==> config.mk <==
export PLATFORM = sky130hd
export DESIGN_NAME = seven_scan_flat
export DESIGN_NICKNAME = d
export VERILOG_FILES = /design/src/rtl/seven_pkg.sv /design/src/rtl/seven_scan_if.sv /design/src/rtl/displaydigit.sv /design/src/rtl/seven_scan.sv /design/src/flat_wrapper.sv
export SDC_FILE = /design/constraint.sdc
export NUM_CORES = 1
export LEC_CHECK = 0
export CAP_MARGIN = 20
export CORE_AREA = 2 2 89 74
export CTS_CLUSTER_SIZE = 8
export DETAILED_ROUTE_END_ITERATION = 6
export DIE_AREA = 0 0 91 76
export PLACE_DENSITY = 0.75
export SLEW_MARGIN = 10
export SYNTH_ARGS = -nofsm -noshare
export SYNTH_HDL_FRONTEND = slang
export SYNTH_SLANG_ARGS = --single-unit
==> constraint.sdc <==
create_clock -name clk -period 2.95 [get_ports clk]
set_input_delay 0.4425 -clock clk [delete_from_list [all_inputs] [get_ports clk]]
set_output_delay 0.4425 -clock clk [all_outputs]
set_load 0.05 [all_outputs]
==> src/rtl/seven_pkg.sv <==
// Shared constants for the seven-segment scan display.
package seven_pkg;
  localparam int SEG_W = 8;
  typedef logic [SEG_W-1:0] seg_t;
  localparam seg_t SEG_BLANK = 8'h00;
  localparam seg_t SEG_DASH  = 8'h40;
endpackage

==> src/rtl/seven_scan_if.sv <==
// Data/control bundle between the display host and the scan controller.
interface seven_scan_if #(parameter int DIGITS = 4);
  logic [4*DIGITS-1:0] in;
  logic                load;
  logic                signal;
  logic                lz_suppress;
  logic [DIGITS-1:0]   blink_mask;
  logic [7:0]          seg_out;
  logic [DIGITS-1:0]   dig_sel;
  logic                frame_tick;

  modport master (
    output in, load, signal, lz_suppress, blink_mask,
    input  seg_out, dig_sel, frame_tick
  );

  modport slave (
    input  in, load, signal, lz_suppress, blink_mask,
    output seg_out, dig_sel, frame_tick
  );
endinterface

==> src/rtl/displaydigit.sv <==
// Hex nibble to seven-segment decoder, bit 0 = segment a .. bit 6 = g, bit 7 = dp.
module displaydigit
  import seven_pkg::*;
(
  input  logic [3:0] bin,
  output seg_t       led
);

  // combinational hex decode
  always_comb begin
    case (bin)
      4'h0: led = 8'h3F;
      4'h1: led = 8'h06;
      4'h2: led = 8'h5B;
      4'h3: led = 8'h4F;
      4'h4: led = 8'h66;
      4'h5: led = 8'h6D;
      4'h6: led = 8'h7D;
      4'h7: led = 8'h07;
      4'h8: led = 8'h7F;
      4'h9: led = 8'h6F;
      4'hA: led = 8'h77;
      4'hB: led = 8'h7C;
      4'hC: led = 8'h39;
      4'hD: led = 8'h5E;
      4'hE: led = 8'h79;
      4'hF: led = 8'h71;
      default: led = SEG_DASH;
    endcase
  end
endmodule

==> src/rtl/seven_scan.sv <==
// Multiplexed seven-segment scanner: free-running prescaler/index/blink
// counters, registered segment and digit-select outputs.
module seven_scan
  import seven_pkg::*;
#(
  parameter int DIGITS    = 4,
  parameter int PRESCALE  = 50000,
  parameter int BLINK_DIV = 64
) (
  input  logic clk,
  input  logic rst_n,
  seven_scan_if.slave bus
);

  localparam int IW = (DIGITS > 1) ? $clog2(DIGITS) : 1;
  localparam int PW = $clog2(PRESCALE);
  localparam int FW = (BLINK_DIV > 1) ? $clog2(BLINK_DIV) : 1;

  logic [4*DIGITS-1:0] disp_q, disp_d;
  logic [PW-1:0]       pre_q, pre_d;
  logic [IW-1:0]       idx_q, idx_d;
  logic [FW-1:0]       frm_q, frm_d;
  logic                blink_q, blink_d;
  seg_t                seg_q, seg_d;
  logic [DIGITS-1:0]   dig_q, dig_d;
  logic                tick_q;

  logic                slot_wrap, frame_wrap;
  logic [3:0]          nib;
  seg_t                dec_led;
  logic [DIGITS-1:0]   lz_blank;
  logic                allz;
  logic                blank;

  displaydigit u_dec (.bin(nib), .led(dec_led));

  // counter chain and display register next-state
  always_comb begin
    slot_wrap  = (pre_q == PW'(PRESCALE - 1));
    frame_wrap = slot_wrap && (idx_q == IW'(DIGITS - 1));
    pre_d      = slot_wrap ? '0 : pre_q + 1'b1;
    idx_d      = idx_q;
    frm_d      = frm_q;
    blink_d    = blink_q;
    if (slot_wrap) idx_d = frame_wrap ? '0 : idx_q + 1'b1;
    if (frame_wrap) begin
      if (frm_q == FW'(BLINK_DIV - 1)) begin
        frm_d   = '0;
        blink_d = ~blink_q;
      end else begin
        frm_d = frm_q + 1'b1;
      end
    end
    disp_d = bus.load ? bus.in : disp_q;
  end

  // leading-zero map: digit k is blank-eligible when nibbles k..top are all zero
  always_comb begin
    lz_blank = '0;
    allz     = 1'b1;
    for (int k = DIGITS - 1; k >= 1; k--) begin
      allz        = allz && (disp_q[4*k +: 4] == 4'h0);
      lz_blank[k] = allz;
    end
  end

  // output pattern for the digit currently being scanned
  always_comb begin
    nib   = disp_q[{idx_q, 2'b00} +: 4];
    blank = (bus.lz_suppress && lz_blank[idx_q]) ||
            (blink_q && bus.blink_mask[idx_q]);
    seg_d = bus.signal ? (blank ? SEG_BLANK : dec_led) : SEG_BLANK;
    dig_d = bus.signal ? (DIGITS'(1) << idx_q) : '0;
  end

  // state and output registers
  always_ff @(posedge clk or negedge rst_n) begin
    if (!rst_n) begin
      disp_q  <= '0;
      pre_q   <= '0;
      idx_q   <= '0;
      frm_q   <= '0;
      blink_q <= 1'b0;
      seg_q   <= SEG_BLANK;
      dig_q   <= '0;
      tick_q  <= 1'b0;
    end else begin
      disp_q  <= disp_d;
      pre_q   <= pre_d;
      idx_q   <= idx_d;
      frm_q   <= frm_d;
      blink_q <= blink_d;
      seg_q   <= seg_d;
      dig_q   <= dig_d;
      tick_q  <= frame_wrap;
    end
  end

  assign bus.seg_out    = seg_q;
  assign bus.dig_sel    = dig_q;
  assign bus.frame_tick = tick_q;

endmodule

==> src/flat_wrapper.sv <==
// flat-port wrapper written by rule: the top's interface ports become plain ports
module seven_scan_flat import seven_pkg::*;
#(
  parameter int DIGITS    = 4,
  parameter int PRESCALE  = 50000,
  parameter int BLINK_DIV = 64
)
  (clk, rst_n, bus_in, bus_load, bus_signal, bus_lz_suppress, bus_blink_mask, bus_seg_out, bus_dig_sel, bus_frame_tick);
  seven_scan_if #(.DIGITS(DIGITS)) bus_i ();
  input  logic clk;
  input  logic rst_n;
  input wire logic [$bits(bus_i.in)-1:0] bus_in;
  input wire logic [$bits(bus_i.load)-1:0] bus_load;
  input wire logic [$bits(bus_i.signal)-1:0] bus_signal;
  input wire logic [$bits(bus_i.lz_suppress)-1:0] bus_lz_suppress;
  input wire logic [$bits(bus_i.blink_mask)-1:0] bus_blink_mask;
  output wire logic [$bits(bus_i.seg_out)-1:0] bus_seg_out;
  output wire logic [$bits(bus_i.dig_sel)-1:0] bus_dig_sel;
  output wire logic [$bits(bus_i.frame_tick)-1:0] bus_frame_tick;
  assign bus_i.in = bus_in;
  assign bus_i.load = bus_load;
  assign bus_i.signal = bus_signal;
  assign bus_i.lz_suppress = bus_lz_suppress;
  assign bus_i.blink_mask = bus_blink_mask;
  assign bus_seg_out = bus_i.seg_out;
  assign bus_dig_sel = bus_i.dig_sel;
  assign bus_frame_tick = bus_i.frame_tick;
  seven_scan #(.DIGITS(DIGITS), .PRESCALE(PRESCALE), .BLINK_DIV(BLINK_DIV)) u_core (.clk(clk), .rst_n(rst_n), .bus(bus_i));
endmodule
==> impl_metrics.py, run 1 <==
metrics = {
    "route": {
        "routed_wl_um": 4870,
        "wl_per_cell_um": 14.4,
        "dr.pass1.iters": 5,
        "num_vias": 1726,
        "drtIter0Drc": 97,
        "ant_nets": 0,
        "avgViaCountPerCell": 5.12,
        "drcViolationCount": 0,
    },
    "timing": {
        "tns_ns": 0,
        "timing.hold.ws_ns": 0.0366,
        "min_period_ns": 2.24,
        "period_share_pct": 76.0,
        "timing.final.ws_setup_ns": 0.707,
        "finalMaxSlewViolations": 0,
        "finalSetupViolCount": 0,
        "maxSlewHeadroom_pct": 53.3,
        "tightest_slew_ns": 0.698,
        "final-hold-violation-count": 0,
        "clock_skew_ns": 0.00516,
        "rsz0062_at_grt": "false",
        "max_freq_ghz": 0.446,
    },
    "status": {
        "status": "complete, no violations",
    },
    "global_routing": {
        "grt_usage_pct": 15.0,
        "grt_pass1_wl_um": 8260,
        "overflow": 0,
        "grt_most_used_layer": "met2",
        "antenna_found_initial": 0,
        "grt_max_degree": 37,
        "use_met1_pct": 21.8,
        "grtUsageMet2_pct": 21.9,
        "grt_use_met3_pct": 3.76,
        "first_global_vias": 1710,
    },
    "clock_network": {
        "cts_sinks": 53,
        "cts_htree_levels": 2,
        "clockBufferDepth": 2,
        "clk_pin_slew_ns": 0.10,
        "ctsResizeCount": 0,
        "clock-root-buffer": "clkbuf_8",
        "cts_tree": "built",
        "numCtsBuffers": 5,
        "cts_setup_buffers": 0,
        "hold_buffers": 0,
        "clk_latency_ns": 0.31,
    },
    "worst_setup_path": {
        "crit_arrival_ns": 2.45,
        "end_kind": "flop",
        "cp.required_ns": 3.16,
        "slowest_delay_ns": 0.56,
        "cp_cell_sequence": "or4b_4, nor4_4, and2_2, nand4_1, xnor2_1",
        "start_kind": "flop",
        "cp_max_fo": 10,
        "worst-setup-path-type": "flop to flop",
        "cpMaxStageDelayCell": "or4b_4",
    },
    "synthesis": {
        "ys_seq_area_share_pct": 50.9,
        "ys_seq_elements": 53,
        "synth_enable_flop_cells": 0,
        "synth.distinct_cells": 41,
        "synth_cells": 215,
        "synth_area_leaders": "dfrtp_1 51%, mux2_2 9.5%, ha_1 5.8%",
        "synth_top_cell_area_share_pct": 50.9,
        "async_reset_ff_share_pct": 100,
        "syn_nets": 252,
        "ys.flop_type": "dfrtp_1",
        "synth_area_um2": 2600,
        "yosysTopAreaCell": "dfrtp_1",
        "syn_avg_cell_area_um2": 12.1,
        "synth_warnings": 0,
    },
    "pwr": {
        "ir_worst_vdd_mv": 0.221,
        "power_density_nw_per_um2": 475,
        "power_switching_w": 0.000383,
        "leakage_nw": 1.37,
        "p_clk_share_pct": 33.3,
        "seq_power_share_pct": 51.9,
        "p_total_w": 0.00150,
        "p_comb_share_pct": 14.8,
        "internal_power_w": 0.00112,
        "swShare_pct": 25.5,
    },
    "placement": {
        "finalWeightedCongestion": 0.885,
        "dp_slack_ns": 0.727,
        "io_buffers": 36,
        "dp_hpwl_um": 3580,
    },
    "floorplanning": {
        "floorplan.core_area_um2": 6120,
        "rows": 26,
        "dieHeight_um": 76,
        "die_area_um2": 6920,
        "start_util_pct": 42.6,
        "ioPinCount": 38,
        "die_w_um": 91,
    },
    "layout": {
        "drive_gt1_share_pct": 18.2,
        "finalNetCount": 289,
        "n_antenna_cell": 0,
        "area_delta_synth_final_pct": 21.2,
    },
    "min_path": {
        "hold_class": "primary input to async pin",
    },
    "run": {
        "cap_violations": 0,
    },
}
final timing paths:
check | from | to | slack, ns | depth (start not counted)
max | u_core.pre_q[4]$_DFF_PN0_ | u_core.frm_q[4]$_DFFE_PN0P_ | 0.71 | 5
min | rst_n | u_core.frm_q[1]$_DFFE_PN0P_ | 0.04 | 1
max reg2reg | u_core.pre_q[4]$_DFF_PN0_ | u_core.frm_q[4]$_DFFE_PN0P_ | 0.71 | 5
min reg2reg | u_core.blink_q$_DFFE_PN0P_ | u_core.blink_q$_DFFE_PN0P_ | 0.49 | 1
max in group asynchronous | rst_n | u_core.bus.seg_out[1]$_DFF_PN0_ | 2.12 | 2
min in group clk | u_core.blink_q$_DFFE_PN0P_ | u_core.blink_q$_DFFE_PN0P_ | 0.49 | 1
Yosys cell counts, types with 2 or more instances:
| library cell | n |
|---|---|
| dfrtp_1 | 53 |
| mux2_2 | 22 |
| nor2_1 | 21 |
| ha_1 | 12 |
| nand2_1 | 12 |
| nand3_1 | 10 |
| xor2_1 | 8 |
| xnor2_1 | 7 |
| and3_1 | 6 |
| inv_1 | 6 |
| mux4_2 | 6 |
| a211oi_1 | 4 |
| and2_1 | 4 |
| o21ai_0 | 4 |
| buf_2 | 3 |
| clkbuf_1 | 3 |
| nand4_1 | 3 |
| nor2b_1 | 3 |
| nor3_1 | 3 |
| a21oi_1 | 2 |
| mux2i_1 | 2 |
| o211ai_1 | 2 |
kinds of logic (layout without fill, tap and decap cells):
family	Yosys count	after routing	share of synthesized area, %
and+or+nand+nor	73	73	15.7
DFF	53	53	50.9
muxes	30	30	15.5
AOI/OAI and AO/OA	17	17	4.61
xor gates and xnor gates	15	15	5.05
buffers and inverters	14	52	2.31
adders and majority gates	12	12	5.77
other	1	1	0.144
layout make-up:
type                       count  area (um^2)
inverter                       6         22.5
multi-input combinational    148         1220
timing repair buffer          38          370
sequential                    53         1330
tap                           84          105
clock buffer                   5         68.8
clock inverter                 3         46.3
fill                         552         2960
worst max-delay path, delay by kind of cell (launching register included):
family           cells  cell delay [ns]
XOR/XNOR             1             0.14
flip-flops           1             0.46
AND/OR/NAND/NOR      4             1.53
per-layer routing:
metal	share of wire (%)	vias to the layer above	wire length [um]
met1	49	853	2390
met3	4.2	8	206
met4	1.9	0	93
li1	-	828	-
met5	0	-	0
met2	45	37	2180
through the flow:
stage	std cells	util [%]	cell area (um^2)
2_1_floorplan	215	-	2600
3_3_place_gp	329	49.7	3040
3_5_place_dp	329	49.7	3040
4_1_cts	337	51.6	3160
5_1_grt	337	51.6	3160
6_report	337	51.6	3160
power by group through the flow:
stage | registers [W] | logic, W | clock network [W]
6_report | 0.000779 | 0.000222 | 0.000500
5_1_grt | 0.000783 | 0.000240 | 0.000539
4_1_cts | 0.000779 | 0.000224 | 0.000512
3_5_place_dp | 0.000794 | 0.000224 | 0
3_3_place_gp | 0.000794 | 0.000218 | 0
2_1_floorplan | 0.000831 | 0.0000945 | 0
cells in the final DEF, fill, tap and decap left out, types with 2 or more instances in the layout:
master	n
nor2b_1	3
inv_1	6
o211ai_1	2
and2_1	4
mux4_2	6
a211oi_1	4
ha_1	12
nand2_1	12
dfrtp_1	53
clkbuf_8	5
buf_4	2
and3_1	6
xor2_1	8
o21ai_0	4
nand4_1	3
mux2i_1	2
nor2_1	21
mux2_2	22
a21oi_1	2
nand3_1	10
nor3_1	3
clkdlybuf4s50_1	35
xnor2_1	7
registers in the layout, indices dropped and copies added, names as in the netlist:
| signal | count |
|---|---|
| u_core.blink_q | 1 |
| u_core.disp_q | 16 |
| u_core.bus.seg_out | 7 |
| u_core.bus.frame_tick | 1 |
| u_core.idx_q | 2 |
| u_core.frm_q | 6 |
| u_core.pre_q | 16 |
| u_core.bus.dig_sel | 4 |
No activity file was read; power rests on OpenSTA's default activity.
==> inputs of run 2 (changes only) <==
--- a/config.mk
+++ b/config.mk
@@ -10,7 +10,7 @@
 export CTS_CLUSTER_SIZE = 8
 export DETAILED_ROUTE_END_ITERATION = 6
 export DIE_AREA = 0 0 91 76
-export PLACE_DENSITY = 0.75
+export PLACE_DENSITY = 0.78
 export SLEW_MARGIN = 10
 export SYNTH_ARGS = -nofsm -noshare
 export SYNTH_HDL_FRONTEND = slang
==> constraint.sdc (replaced) <==
create_clock -name clk -period 2.06 [get_ports clk]
set_input_delay 0.309 -clock clk [delete_from_list [all_inputs] [get_ports clk]]
set_output_delay 0.309 -clock clk [all_outputs]
set_load 0.05 [all_outputs]
==> impl_metrics.py, run 2 (synthesized netlist as in run 1, its figures left out) <==
metrics = {
    "pwr": {
        "power_density_nw_per_um2": 681,
        "ir_worst_vdd_mv": 0.323,
        "leakage_nw": 1.48,
    },
    "global_routing": {
        "use_met1_pct": 22.9,
        "grt_use_met3_pct": 3.36,
        "overflow": 0,
        "antenna_found_initial": 0,
        "grt_max_degree": 33,
        "grt_pass1_wl_um": 8590,
        "first_global_vias": 1779,
        "grtUsageMet2_pct": 22.5,
        "grt_usage_pct": 15.5,
        "grt_most_used_layer": "met1",
    },
    "floorplanning": {
        "ioPinCount": 38,
        "die_w_um": 91,
        "rows": 26,
        "dieHeight_um": 76,
        "die_area_um2": 6920,
        "floorplan.core_area_um2": 6120,
        "start_util_pct": 42.6,
    },
    "route": {
        "wl_per_cell_um": 14.6,
        "avgViaCountPerCell": 5.06,
        "num_vias": 1795,
        "dr.pass1.iters": 4,
        "drtIter0Drc": 82,
        "routed_wl_um": 5170,
        "drcViolationCount": 0,
        "ant_nets": 0,
    },
    "worst_setup_path": {
        "start_kind": "flop",
        "ff2ff_setup_slack_ns": 0.02,
        "rr_worst_depth": 4,
        "endpoint": "u_core.frm_q[0]$_DFFE_PN0P_",
        "cp.required_ns": 2.26,
        "rr_endpoint": "u_core.frm_q[0]$_DFFE_PN0P_",
        "worstSetupStartpoint": "u_core.pre_q[7]$_DFF_PN0_",
        "cp_max_fo": 4,
        "end_kind": "flop",
        "r2r_start": "u_core.pre_q[7]$_DFF_PN0_",
        "crit_arrival_ns": 2.24,
        "worst-setup-path-type": "flop to flop",
    },
    "clock_network": {
        "cts_sinks": 53,
        "numCtsBuffers": 5,
        "clock-root-buffer": "clkbuf_8",
        "cts_tree": "built",
        "cts_htree_levels": 2,
        "clockBufferDepth": 2,
        "clk_latency_ns": 0.30,
        "clk_pin_slew_ns": 0.10,
    },
    "placement": {
        "io_buffers": 36,
        "finalWeightedCongestion": 0.887,
        "dp_hpwl_um": 3920,
        "dp.cells": 340,
        "dp_slack_ns": 0.0166,
    },
    "layout": {
        "n_antenna_cell": 0,
        "seqCellArea_um2": 1330,
        "multi_input_area_um2": 1220,
        "area_delta_synth_final_pct": 28.2,
        "final_cells": 355,
        "finalNetCount": 307,
        "final_common_cell": "dfrtp_1",
        "layout_common_cells": "52 x dfrtp_1, 35 x clkdlybuf4s50_1, 22 x mux2_2",
        "fillers": 533,
        "fin_util_pct": 54.6,
        "drive_gt1_share_pct": 24.4,
    },
    "timing": {
        "timing.hold.ws_ns": 0.483,
        "period_share_pct": 99.1,
        "max_freq_ghz": 0.490,
        "tightest_slew_ns": 0.502,
        "clock_skew_ns": 0.00716,
        "final-hold-violation-count": 0,
        "finalMaxSlewViolations": 0,
        "maxSlewHeadroom_pct": 66.4,
        "min_period_ns": 2.04,
        "finalSetupViolCount": 0,
        "timing.final.ws_setup_ns": 0.0189,
        "rsz0062_at_grt": "true",
    },
    "run": {
        "cap_violations": 0,
    },
    "min_path": {
        "hold_class": "primary input to async pin",
    },
    "status": {
        "status": "complete, no violations",
    },
}
-- run 2: cell type report --
class	count	share of cell area, %
flip-flops and latches	53	39.8
inverters	6	0.675
clock buffers	5	2.06
well taps	84	3.15
repair buffers	56	15.7
clock inverters	3	1.95
multi-input cells	148	36.7
-- run 2: worst min-delay path by stage --
stage                                     startpoint                           to  slack [ns]  depth (start not counted)
after floorplan                                rst_n   u_core.blink_q$_DFFE_PN0P_        0.01                          0
after global placement                         rst_n  u_core.frm_q[2]$_DFFE_PN0P_        0.30                          1
after detailed placement                       rst_n  u_core.frm_q[2]$_DFFE_PN0P_        0.30                          1
after CTS                 u_core.blink_q$_DFFE_PN0P_   u_core.blink_q$_DFFE_PN0P_        0.49                          1
after global routing                           rst_n  u_core.frm_q[2]$_DFFE_PN0P_        0.52                          2
final                                          rst_n  u_core.frm_q[2]$_DFFE_PN0P_        0.48                          2
-- run 2: critical path: stages (launching register included) --
cell and delay, ns:
dfrtp_1 0.39, or4b_4 0.54, or4_4 0.45, nor3_4 0.20
mux2_2 0.36
-- run 2: timing repair --
action / 4_1_cts / 5_1_grt
gates resized for setup: 1 / 4
hold buffers: 1 / 0
setup endpoints to repair: 1 / 6
setup buffers: 0 / 6
endpoints found under the hold margin: 21 / 0
-- run 2: through the flow --
stage	TNS, ns	power (W)	cell area (um^2)
after floorplan	0	0.00133	2600
after global placement	0	0.00146	3140
after detailed placement	0	0.00147	3140
after CTS	0	0.00229	3280
after global routing	-0.0795	0.00237	3340
final	0	0.00227	3340
-- run 2: power by group --
part	internal, W	switching (W)	total [W]
Clock	0.000483	0.000339	0.000821
Combinational	0.000161	0.000173	0.000334
Sequential	0.00109	0.0000294	0.00112
Total	0.00173	0.000541	0.00227
-- run 2: layer usage --
metal  vias to the layer above  share of wire (%)  routed length (um)
li1                        862                  -                   -
met1                       878                 50                2600
met2                        48                 44                2280
met3                         7                3.8                 195
met4                         0                1.8                  94
met5                         -                  0                   0
==> inputs of run 3 (changes only) <==
--- a/config.mk
+++ b/config.mk
@@ -10,7 +10,9 @@
 export CTS_CLUSTER_SIZE = 8
 export DETAILED_ROUTE_END_ITERATION = 6
 export DIE_AREA = 0 0 91 76
-export PLACE_DENSITY = 0.78
+export DONT_BUFFER_PORTS = 1
+export PLACE_DENSITY = 0.69
+export RECOVER_POWER = 50
 export SLEW_MARGIN = 10
 export SYNTH_ARGS = -nofsm -noshare
 export SYNTH_HDL_FRONTEND = slang
==> impl_metrics.py, run 3 (synthesized netlist as in run 1, its figures left out) <==
metrics = {
    "status": {
        "status": "complete, no violations",
    },
    "global_routing": {
        "grt_pass1_wl_um": 8330,
        "grt_max_degree": 54,
        "overflow": 0,
        "antenna_found_initial": 0,
        "grt_usage_pct": 15.3,
        "first_global_vias": 1685,
    },
    "pwr": {
        "swShare_pct": 26.4,
        "leakage_nw": 1.30,
        "power_density_nw_per_um2": 666,
        "seq_power_share_pct": 61.3,
        "power_switching_w": 0.000510,
        "p_clk_share_pct": 29.7,
        "internal_power_w": 0.00142,
        "ir_worst_vdd_mv": 0.268,
        "p_comb_share_pct": 9.0,
    },
    "floorplanning": {
        "die_w_um": 91,
        "start_util_pct": 42.6,
        "floorplan.core_area_um2": 6120,
        "ioPinCount": 38,
        "die_area_um2": 6920,
        "dieHeight_um": 76,
        "rows": 26,
    },
    "run": {
        "cap_violations": 0,
    },
    "placement": {
        "dp.cells": 305,
        "finalWeightedCongestion": 0.781,
        "dp_slack_ns": 0.00302,
        "postPlaceCellArea_um2": 2780,
        "io_buffers": 0,
        "dp_hpwl_um": 3550,
    },
    "timing": {
        "period_share_pct": 98.3,
        "min_period_ns": 2.03,
        "finalMaxSlewViolations": 0,
        "clock_skew_ns": 0.00261,
        "max_freq_ghz": 0.494,
        "maxSlewHeadroom_pct": 15.8,
        "tightest_slew_ns": 1.26,
        "timing.final.ws_setup_ns": 0.0345,
        "timing.hold.ws_ns": 0.131,
        "rsz0062_at_grt": "true",
        "tns_ns": 0,
        "final-hold-violation-count": 0,
        "finalSetupViolCount": 0,
    },
    "layout": {
        "final_common_cell": "dfrtp_1",
        "drive_gt1_share_pct": 25.3,
        "finalNetCount": 269,
        "final_cells": 317,
        "n_antenna_cell": 0,
        "fin_area_um2": 2900,
        "area_delta_synth_final_pct": 11.2,
        "fillers": 595,
        "layout_common_cells": "52 x dfrtp_1, 21 x nor2_1, 20 x mux2_2",
    },
    "worst_setup_path": {
        "end_kind": "flop",
        "r2r_start": "u_core.pre_q[7]$_DFF_PN0_",
        "ff2ff_setup_slack_ns": 0.03,
        "cp.required_ns": 2.26,
        "worst-setup-path-type": "flop to flop",
        "rr_worst_depth": 4,
        "cp_max_fo": 4,
        "crit_arrival_ns": 2.22,
        "rr_endpoint": "u_core.frm_q[0]$_DFFE_PN0P_",
        "start_kind": "flop",
    },
    "route": {
        "routed_wl_um": 4900,
        "ant_nets": 0,
        "dr.pass1.iters": 4,
        "num_vias": 1643,
        "drtIter0Drc": 61,
        "wl_per_cell_um": 15.5,
        "avgViaCountPerCell": 5.18,
        "drcViolationCount": 0,
    },
    "min_path": {
        "worstHoldStart": "bus_signal",
        "hold_depth": 1,
        "worstHoldEndpoint": "u_core.bus.dig_sel[1]$_DFF_PN0_",
        "hold_class": "primary input to flop",
    },
    "clock_network": {
        "clk_pin_slew_ns": 0.09,
        "clockBufferDepth": 2,
        "cts_htree_levels": 2,
        "clock-root-buffer": "clkbuf_8",
        "cts_sinks": 53,
        "numCtsBuffers": 5,
        "clk_latency_ns": 0.31,
        "cts_tree": "built",
    },
}
## run 3: power by group through the flow
stage               clock (W)  sequential [W]  combinational (W)
floorplan                   0         0.00119           0.000135
global placement            0         0.00120           0.000149
detailed placement          0         0.00121           0.000153
CTS                  0.000588         0.00118           0.000182
global route         0.000632         0.00119           0.000196
finish               0.000573         0.00118           0.000173
## run 3: cell type report
cell class,instances,area (um^2),area share [%]
inverters,6,22.5,0.778
clock buffers,8,80.1,2.77
repair buffers,18,135,4.67
flip-flops and latches,53,1330,45.9
multi-input cells,148,1220,42.3
well taps,84,105,3.63
## run 3: repair_timing
action,4_1_cts,5_1_grt
endpoints found under the hold margin,53,0
buffers inserted,0,2
pin swaps,0,0
setup endpoints to repair,1,3
hold buffers,2,0
gates resized for setup,1,3
## run 3: stage by stage
stage / power, W / utilization, %
after floorplan: 0.00133 / -
after global placement: 0.00135 / 45.4
after detailed placement: 0.00136 / 45.4
after CTS: 0.00195 / 47.3
after global routing: 0.00202 / 47.3
final: 0.00193 / 47.3
## run 3: critical path, cell delays in order (launching register included)
cell,delay (ns)
dfrtp_1,0.39
or4b_4,0.54
or4_4,0.44
nor3_4,0.23
mux2_4,0.33
## run 3: metal layers
metal,vias up,GRT usage (%),routed length (um)
li1,789,-,-
met3,6,4.25,225
met4,0,6.67,89
met2,43,21.0,2060
met1,805,22.5,2530
met5,-,0,0
## run 3: worst max path at each step
stage,startpoint,endpoint,slack [ns],cells past startpoint
after floorplan,u_core.idx_q[0]$_DFFE_PN0N_,u_core.bus.seg_out[3]$_DFF_PN0_,0.03,7
after global placement,u_core.idx_q[0]$_DFFE_PN0N_,u_core.bus.seg_out[3]$_DFF_PN0_,0.06,6
after detailed placement,u_core.idx_q[0]$_DFFE_PN0N_,u_core.bus.seg_out[3]$_DFF_PN0_,0.003,6
after CTS,u_core.pre_q[7]$_DFF_PN0_,u_core.frm_q[0]$_DFFE_PN0P_,0.02,4
after global routing,u_core.pre_q[7]$_DFF_PN0_,u_core.frm_q[0]$_DFFE_PN0P_,-0.02,4
final,u_core.pre_q[7]$_DFF_PN0_,u_core.frm_q[0]$_DFFE_PN0P_,0.03,4
